## config.mk

```make
export PLATFORM = sky130hd
export DESIGN_NAME = ahb_logic_initiator
export DESIGN_NICKNAME = d
export VERILOG_FILES = /design/src/rtl/ahb_logic_initiator.sv
export SDC_FILE = /design/constraint.sdc
export NUM_CORES = 1
export LEC_CHECK = 0
export CORE_MARGIN = 2
export CORE_UTILIZATION = 40
export CTS_CLUSTER_SIZE = 30
export DETAILED_ROUTE_END_ITERATION = 10
export PLACE_DENSITY = 0.74
export SYNTH_ARGS = -nofsm -noshare
export SYNTH_HDL_FRONTEND = slang
export SYNTH_SLANG_ARGS = --single-unit
```

## constraint.sdc

```tcl
create_clock -name sys_clock -period 2.1 [get_ports sys_clock]
set_input_delay 0.315 -clock sys_clock [delete_from_list [all_inputs] [get_ports sys_clock]]
set_output_delay 0.315 -clock sys_clock [all_outputs]
set_load 0.01 [all_outputs]
```

## src/rtl/ahb_logic_initiator.sv

```systemverilog
// AHB-Lite initiator: turns (addr, len, dir) commands into INCR bursts of 32-bit words.
// Optional wait-state watchdog is compiled in with `define AHB_INIT_TIMEOUT_EN.
module ahb_logic_initiator #(
  parameter int MAX_BEATS   = 16,
  parameter int TIMEOUT_CYC = 1024
) (
  input  logic                       sys_clock,
  input  logic                       sys_reset,
  input  logic                       cmd_valid,
  output logic                       cmd_ready,
  input  logic                       cmd_write,
  input  logic [31:0]                cmd_addr,
  input  logic [$clog2(MAX_BEATS):0] cmd_len,
  input  logic [31:0]                wr_data,
  input  logic                       wr_valid,
  output logic                       wr_ready,
  output logic [31:0]                rd_data,
  output logic                       rd_valid,
  output logic                       done,
  output logic                       err,
  output logic                       slave_ahb_hsel,
  output logic                       slave_ahb_hready,
  output logic [1:0]                 slave_ahb_htrans,
  output logic [2:0]                 slave_ahb_hsize,
  output logic [2:0]                 slave_ahb_hburst,
  output logic                       slave_ahb_hwrite,
  output logic [31:0]                slave_ahb_haddr,
  output logic [31:0]                slave_ahb_hwdata,
  input  logic                       slave_ahb_hreadyout,
  input  logic                       slave_ahb_hresp,
  input  logic [31:0]                slave_ahb_hrdata
);
  localparam int LW = $clog2(MAX_BEATS) + 1;
  localparam logic [1:0] TR_IDLE = 2'd0, TR_BUSY = 2'd1, TR_NONSEQ = 2'd2, TR_SEQ = 2'd3;

  typedef enum logic [2:0] {S_IDLE, S_ADDR, S_DATA, S_ERR2, S_DONE} state_t;

  typedef struct packed {
    logic          write;
    logic [31:0]   addr;
    logic [LW-1:0] left;   // beats whose address phase is still to be accepted
    logic          first;
  } burst_t;

  state_t        state, state_nxt;
  burst_t        cur;
  logic          hold_full, dp_valid, dp_write, err_q;
  logic [31:0]   hold_q, hwdata_q, beat_data;
  logic [LW-1:0] len_eff;
  logic [1:0]    trans;
  logic          issuing, have_data, wr_fire, addr_go, dp_done, err_first, timeout;

  logic unused_addr_lsb;
  assign unused_addr_lsb = ^cmd_addr[1:0];

  always_comb begin
    len_eff = cmd_len;
    if (cmd_len == '0)                 len_eff = LW'(1);
    else if (cmd_len > LW'(MAX_BEATS)) len_eff = LW'(MAX_BEATS);
  end

  assign issuing   = (state == S_ADDR);
  assign wr_ready  = issuing & cur.write & ~hold_full;
  assign wr_fire   = wr_valid & wr_ready;
  // a beat arriving this cycle can go straight onto the bus, so streams run gap-free
  assign have_data = ~cur.write | hold_full | wr_valid;
  assign beat_data = hold_full ? hold_q : wr_data;
  assign addr_go   = slave_ahb_hreadyout & trans[1];
  assign dp_done   = dp_valid & slave_ahb_hreadyout;
  assign err_first = dp_valid & slave_ahb_hresp & ~slave_ahb_hreadyout;

`ifdef AHB_INIT_TIMEOUT_EN
  logic [31:0] wait_cnt;
  always_ff @(posedge sys_clock) begin
    if (sys_reset || !dp_valid || slave_ahb_hreadyout) wait_cnt <= '0;
    else                                               wait_cnt <= wait_cnt + 32'd1;
  end
  assign timeout = (state == S_ADDR || state == S_DATA) & dp_valid & ~slave_ahb_hreadyout &
                   ~slave_ahb_hresp & (wait_cnt == 32'(TIMEOUT_CYC - 1));
`else
  logic unused_timeout_cfg;
  assign unused_timeout_cfg = ^TIMEOUT_CYC;
  assign timeout = 1'b0;
`endif

  always_comb begin
    state_nxt = state;
    trans     = TR_IDLE;
    if (issuing) begin
      // 1 KB crossings restart the burst with NONSEQ
      if (have_data)      trans = (cur.first || cur.addr[9:0] == 10'd0) ? TR_NONSEQ : TR_SEQ;
      else if (!cur.first) trans = TR_BUSY;
    end
    case (state)
      S_IDLE: if (cmd_valid) state_nxt = S_ADDR;
      S_ADDR: begin
        if (err_first)                           state_nxt = S_ERR2;
        else if (timeout)                        state_nxt = S_DONE;
        else if (addr_go && cur.left == LW'(1))  state_nxt = S_DATA;
      end
      S_DATA: begin
        if (err_first)    state_nxt = S_ERR2;
        else if (timeout) state_nxt = S_DONE;
        else if (dp_done) state_nxt = S_DONE;
      end
      S_ERR2: if (slave_ahb_hreadyout) state_nxt = S_DONE;
      S_DONE: state_nxt = S_IDLE;
      default: state_nxt = S_IDLE;
    endcase
  end

  always_ff @(posedge sys_clock) begin
    if (sys_reset) begin
      state     <= S_IDLE;
      cur       <= '0;
      hold_full <= 1'b0;
      hold_q    <= '0;
      dp_valid  <= 1'b0;
      dp_write  <= 1'b0;
      hwdata_q  <= '0;
      err_q     <= 1'b0;
    end else begin
      state <= state_nxt;
      if (state == S_IDLE && cmd_valid) begin
        cur.write <= cmd_write;
        cur.addr  <= {cmd_addr[31:2], 2'b00};
        cur.left  <= len_eff;
        cur.first <= 1'b1;
        err_q     <= 1'b0;
        hold_full <= 1'b0;
      end
      if (wr_fire && !addr_go) begin
        hold_full <= 1'b1;
        hold_q    <= wr_data;
      end
      if (addr_go) begin
        hold_full <= 1'b0;
        cur.addr  <= cur.addr + 32'd4;
        cur.left  <= cur.left - LW'(1);
        cur.first <= 1'b0;
        dp_valid  <= 1'b1;
        dp_write  <= cur.write;
        if (cur.write) hwdata_q <= beat_data;
      end else if (slave_ahb_hreadyout) begin
        dp_valid <= 1'b0;
      end
      if (err_first || timeout) begin
        err_q     <= 1'b1;
        hold_full <= 1'b0;
        cur.left  <= '0;
      end
      // abandoned beat: a late hreadyout must not look like a completion
      if (timeout) dp_valid <= 1'b0;
    end
  end

  assign cmd_ready        = (state == S_IDLE);
  assign done             = (state == S_DONE);
  assign err              = done & err_q;
  assign rd_valid         = dp_valid & ~dp_write & slave_ahb_hreadyout & ~slave_ahb_hresp;
  assign rd_data          = rd_valid ? slave_ahb_hrdata : '0;
  assign slave_ahb_hsel   = (trans != TR_IDLE) | dp_valid;
  assign slave_ahb_hready = slave_ahb_hreadyout;
  assign slave_ahb_htrans = trans;
  assign slave_ahb_hsize  = 3'b010;
  assign slave_ahb_hburst = 3'b001;
  assign slave_ahb_hwrite = cur.write & (trans != TR_IDLE);
  assign slave_ahb_haddr  = issuing ? cur.addr : '0;
  assign slave_ahb_hwdata = hwdata_q;

endmodule
```

==> results of run 1 <==
[how the worst max path moves through the flow]
stage | depth (start not counted) | from | endpoint | slack (ns)
floorplan | 7 | cur[19] | cur[25] | 0.21
global placement | 5 | wr_valid | slave_ahb_htrans[0] | -0.37
detailed placement | 5 | wr_valid | slave_ahb_htrans[0] | -0.39
CTS | 4 | state[1] | cmd_ready | -0.19
global route | 5 | wr_valid | slave_ahb_htrans[0] | 0.003
finish | 5 | wr_valid | slave_ahb_htrans[0] | 0.05
[final cells by class]
class	instances	area (um2)	area share (%)
multi-input combinational	520	3280	39.2
timing repair buffer	269	2360	28.3
sequential	108	2160	25.9
clock buffer	9	225	2.69
tap	180	225	2.69
clock inverter	7	80.1	0.957
inverter	8	30.0	0.359
[state kept, by name, summed over array words and instances, names as in the netlist]
| signal | count |
|---|---|
| cur | 37 |
| hold_q | 32 |
| slave_ahb_hwdata | 32 |
| state | 3 |
| dp_valid | 1 |
| dp_write | 1 |
| err_q | 1 |
| hold_full | 1 |
[through the flow]
stage | hold slack [ns] | setup WS (ns) | instance area, um2
6_report | 0.380 | 0.0533 | 8370
3_3_place_gp | 0.441 | -0.369 | 8250
3_5_place_dp | 0.448 | -0.388 | 8250
2_1_floorplan | 0.432 | 0.208 | 5710
5_1_grt | 0.387 | 0.00306 | 8370
4_1_cts | 0.367 | -0.186 | 8480
[timing repair]
item / in CTS / in global routing
gates resized for setup: 74 / 132
setup endpoints to repair: 71 / 47
setup buffers: 0 / 1
cloned: 0 / 1
pin swaps: 1 / 3
[power groups by stage]
stage | clock network (uW) | registers, uW | logic, uW
5_1_grt | 1900 | 2220 | 1040
6_report | 1770 | 2200 | 956
2_1_floorplan | 0 | 2240 | 442
3_3_place_gp | 0 | 2250 | 941
3_5_place_dp | 0 | 2250 | 950
4_1_cts | 1810 | 2200 | 930
[metal layers]
metal / part of all wire [%] / track usage, % / vias up
met5: 0 / 0 / -
met4: 2.3 / 8.24 / 0
met3: 5.8 / 3.92 / 22
met2: 49 / 36.5 / 193
met1: 43 / 28.1 / 2661
li1: - / - / 2881
[Yosys cell counts, drive strengths merged (5+ instances only)]
master	n	area [um2]
nand3	15	80.1
inv	8	30.0
and4	6	52.6
a21oi	57	285
buf	34	225
a211oi	36	370
and3	7	43.8
dfxtp	108	2160
a31oi	13	87.6
nor3	11	66.3
nor2	60	225
or3	5	31.3
and2	63	394
o211ai	5	37.5
o21ai	12	60.1
clkbuf	29	109
a311oi	8	70.1
mux2i	32	320
nand4	9	56.3
nand2	110	413
[cells by family after synthesis]
logic type      after synthesis  share of synthesized area, %
buf+inv                      71                          6.40
xor+xnor                      4                         0.616
fa+ha+maj                     4                         0.880
compound gates              159                          20.0
mux                          35                          6.23
simple gates                310                          27.7
flops                       108                          38.0
other cells                   2                         0.132
[worst max-delay path, delay by kind of cell]
kind	cells	cell delay (ns)
buffers and inverters	3	0.70
and+or+nand+nor	1	0.48
AOI/OAI and AO/OA	1	0.23
==> results by group, run 1 <==
Clock tree
  • Hold Buf Count CTS: 0
  • Clock buffer count from CTS: 9
  • CTS root buffer: clkbuf_16
  • Clock-pin slew on the worst setup and hold paths: 0.07 ns
  • Sink Count: 108
  • Clk buf depth: 2
  • CTS tree: built
  • Worst-Skew Late Latency: between 0.3 and 0.4 ns
  • Htree depth: 3

Routing
  • Post-route ant nets: 0
  • Drt initial violations: 326
  • Vias/cell: ~5.2
  • Wirelength per Cell: 15.6 um
  • Drt drc: 0
  • WL final: 17.1 mm
  • Iteration count of the initial detailed-routing pass: 4
  • Via count: 5,757

Timing
  • Final Skew: 0.00769 ns
  • Setup TNS Final: 0 ns
  • Slew Limit Fails: 0
  • Fmax: between 0.4 and 0.5 GHz
  • Hold Violations, Final: 0
  • Minimum clock period: 2.05 ns
  • RSZ-0062 raised after global routing: no
  • Final setup viols: 0
  • Tcrit/Tclk final: 97.5%

Pwr
  • P_int: approximately 3600 uW
  • Clock group share of total power: a little over a third
  • Net Sw Frac: a little over a quarter
  • Combinational share of power: 19.4%
  • Pwr dens: 589 nW/um2
  • Post-layout power: 4930 uW
  • Sequential share of power: 44.7%
  • Leak pwr: 0.00317 uW
  • Peak VDD IR: 0.452 mV
  • P_sw: 1340 uW

Synthesis
  • Syn_area_per_cell: 8.20 um2
  • EDFF count, synth: 0
  • Post-synthesis sequential area ratio: 38.0%
  • Async SR Flop Fraction: 0%
  • Ys Warns: 0
  • Number of synthesized register bits: between 100 and 150
  • Synth cell types: 61
  • Post-Syn Area: 5690 um2
  • Syn Inst Count: 693
  • Predominant post-synthesis flop cell: dfxtp_1

Setup path
  • RR Endpoint: cur[22]
  • Most numerous cell on the critical path: buf_4
  • CP Cell Sequence: clkdlybuf4s50_1 > or3b_2 > a311oi_2 > buf_4 > buf_4
  • Slowest CP cell: or3b_2
  • RR Startpoint: state[2]
  • R2r setup slk: about 0.10 ns
  • Nature of the critical path endpoint: output pin
  • Crit-path max cell delay: 0.48 ns
  • Critical Path RT: 1.78 ns
  • Startpoint types: input port
  • CP max FO: 2
  • CP arrival: 1.73 ns
  • R2R cell count: 8
  • Crit Path Class: in -> out

Final layout
  • Nets: roughly 1,000
  • Share of layout cells above drive strength 1: approximately a fifth
  • Commonest non-fill, non-tap cell in the layout: clkdlybuf4s50_1
  • Most frequent cells in the layout: 137 x clkdlybuf4s50_1, 109 x nand2_1, 107 x dfxtp_1
  • Layout area overhead: 47.1%
  • Post-Layout Cell Count: around 1,100
  • Fillers: 1,285
  • Antenna Cells: 0
  • Final Core Density: about 60%

GRT
  • Initial antenna violation count: 0
  • Largest net degree at the start of global routing: 40
  • Global route total overflow: 0
  • First-pass GRT wire length: 26.4 mm
  • Total GRT Usage: 21.9%
  • Vias in the first global route: 5,442

Placed design
  • HPWL after DPL: around 12 mm
  • PortBufs: 209
  • Routability Congestion: between 0.8 and 0.9
  • DP Cell Count: 1,083

Min path
  • Hold Crit Start: sys_reset
  • Worst Hold Class: in -> reg
  • Count of cells along the worst hold path: 2
  • Hold endpoint: state[1]

Run status
  • Status: completed

Floorplan
  • Die area: around 15,000 um2
  • Die X: 123 um
  • Area of the core: 13,900 um2
  • Starting Density: 41.0%
  • # rows: 43
  • IO Pins: 220
  • Die span in y: 123 um

Flow run
  • Max-cap violation count: 0
No activity file was read; power rests on OpenSTA's default activity.
==> inputs of run 2 (changes only) <==
--- a/config.mk
+++ b/config.mk
@@ -10,6 +10,7 @@
 export CTS_CLUSTER_SIZE = 30
 export DETAILED_ROUTE_END_ITERATION = 10
 export PLACE_DENSITY = 0.74
+export SLEW_MARGIN = 30
 export SYNTH_ARGS = -nofsm -noshare
 export SYNTH_HDL_FRONTEND = slang
 export SYNTH_SLANG_ARGS = --single-unit
==> results of run 2 <==
Same layout as run 1: the final DEF is identical, and so are final timing and power.
==> inputs of run 3 (changes only) <==
--- a/config.mk
+++ b/config.mk
@@ -7,7 +7,7 @@
 export LEC_CHECK = 0
 export CORE_MARGIN = 2
 export CORE_UTILIZATION = 40
-export CTS_CLUSTER_SIZE = 30
+export CTS_CLUSTER_SIZE = 24
 export DETAILED_ROUTE_END_ITERATION = 10
 export PLACE_DENSITY = 0.74
 export SLEW_MARGIN = 30
==> results of run 3 <==
Same layout as run 1: the final DEF is identical, and so are final timing and power.
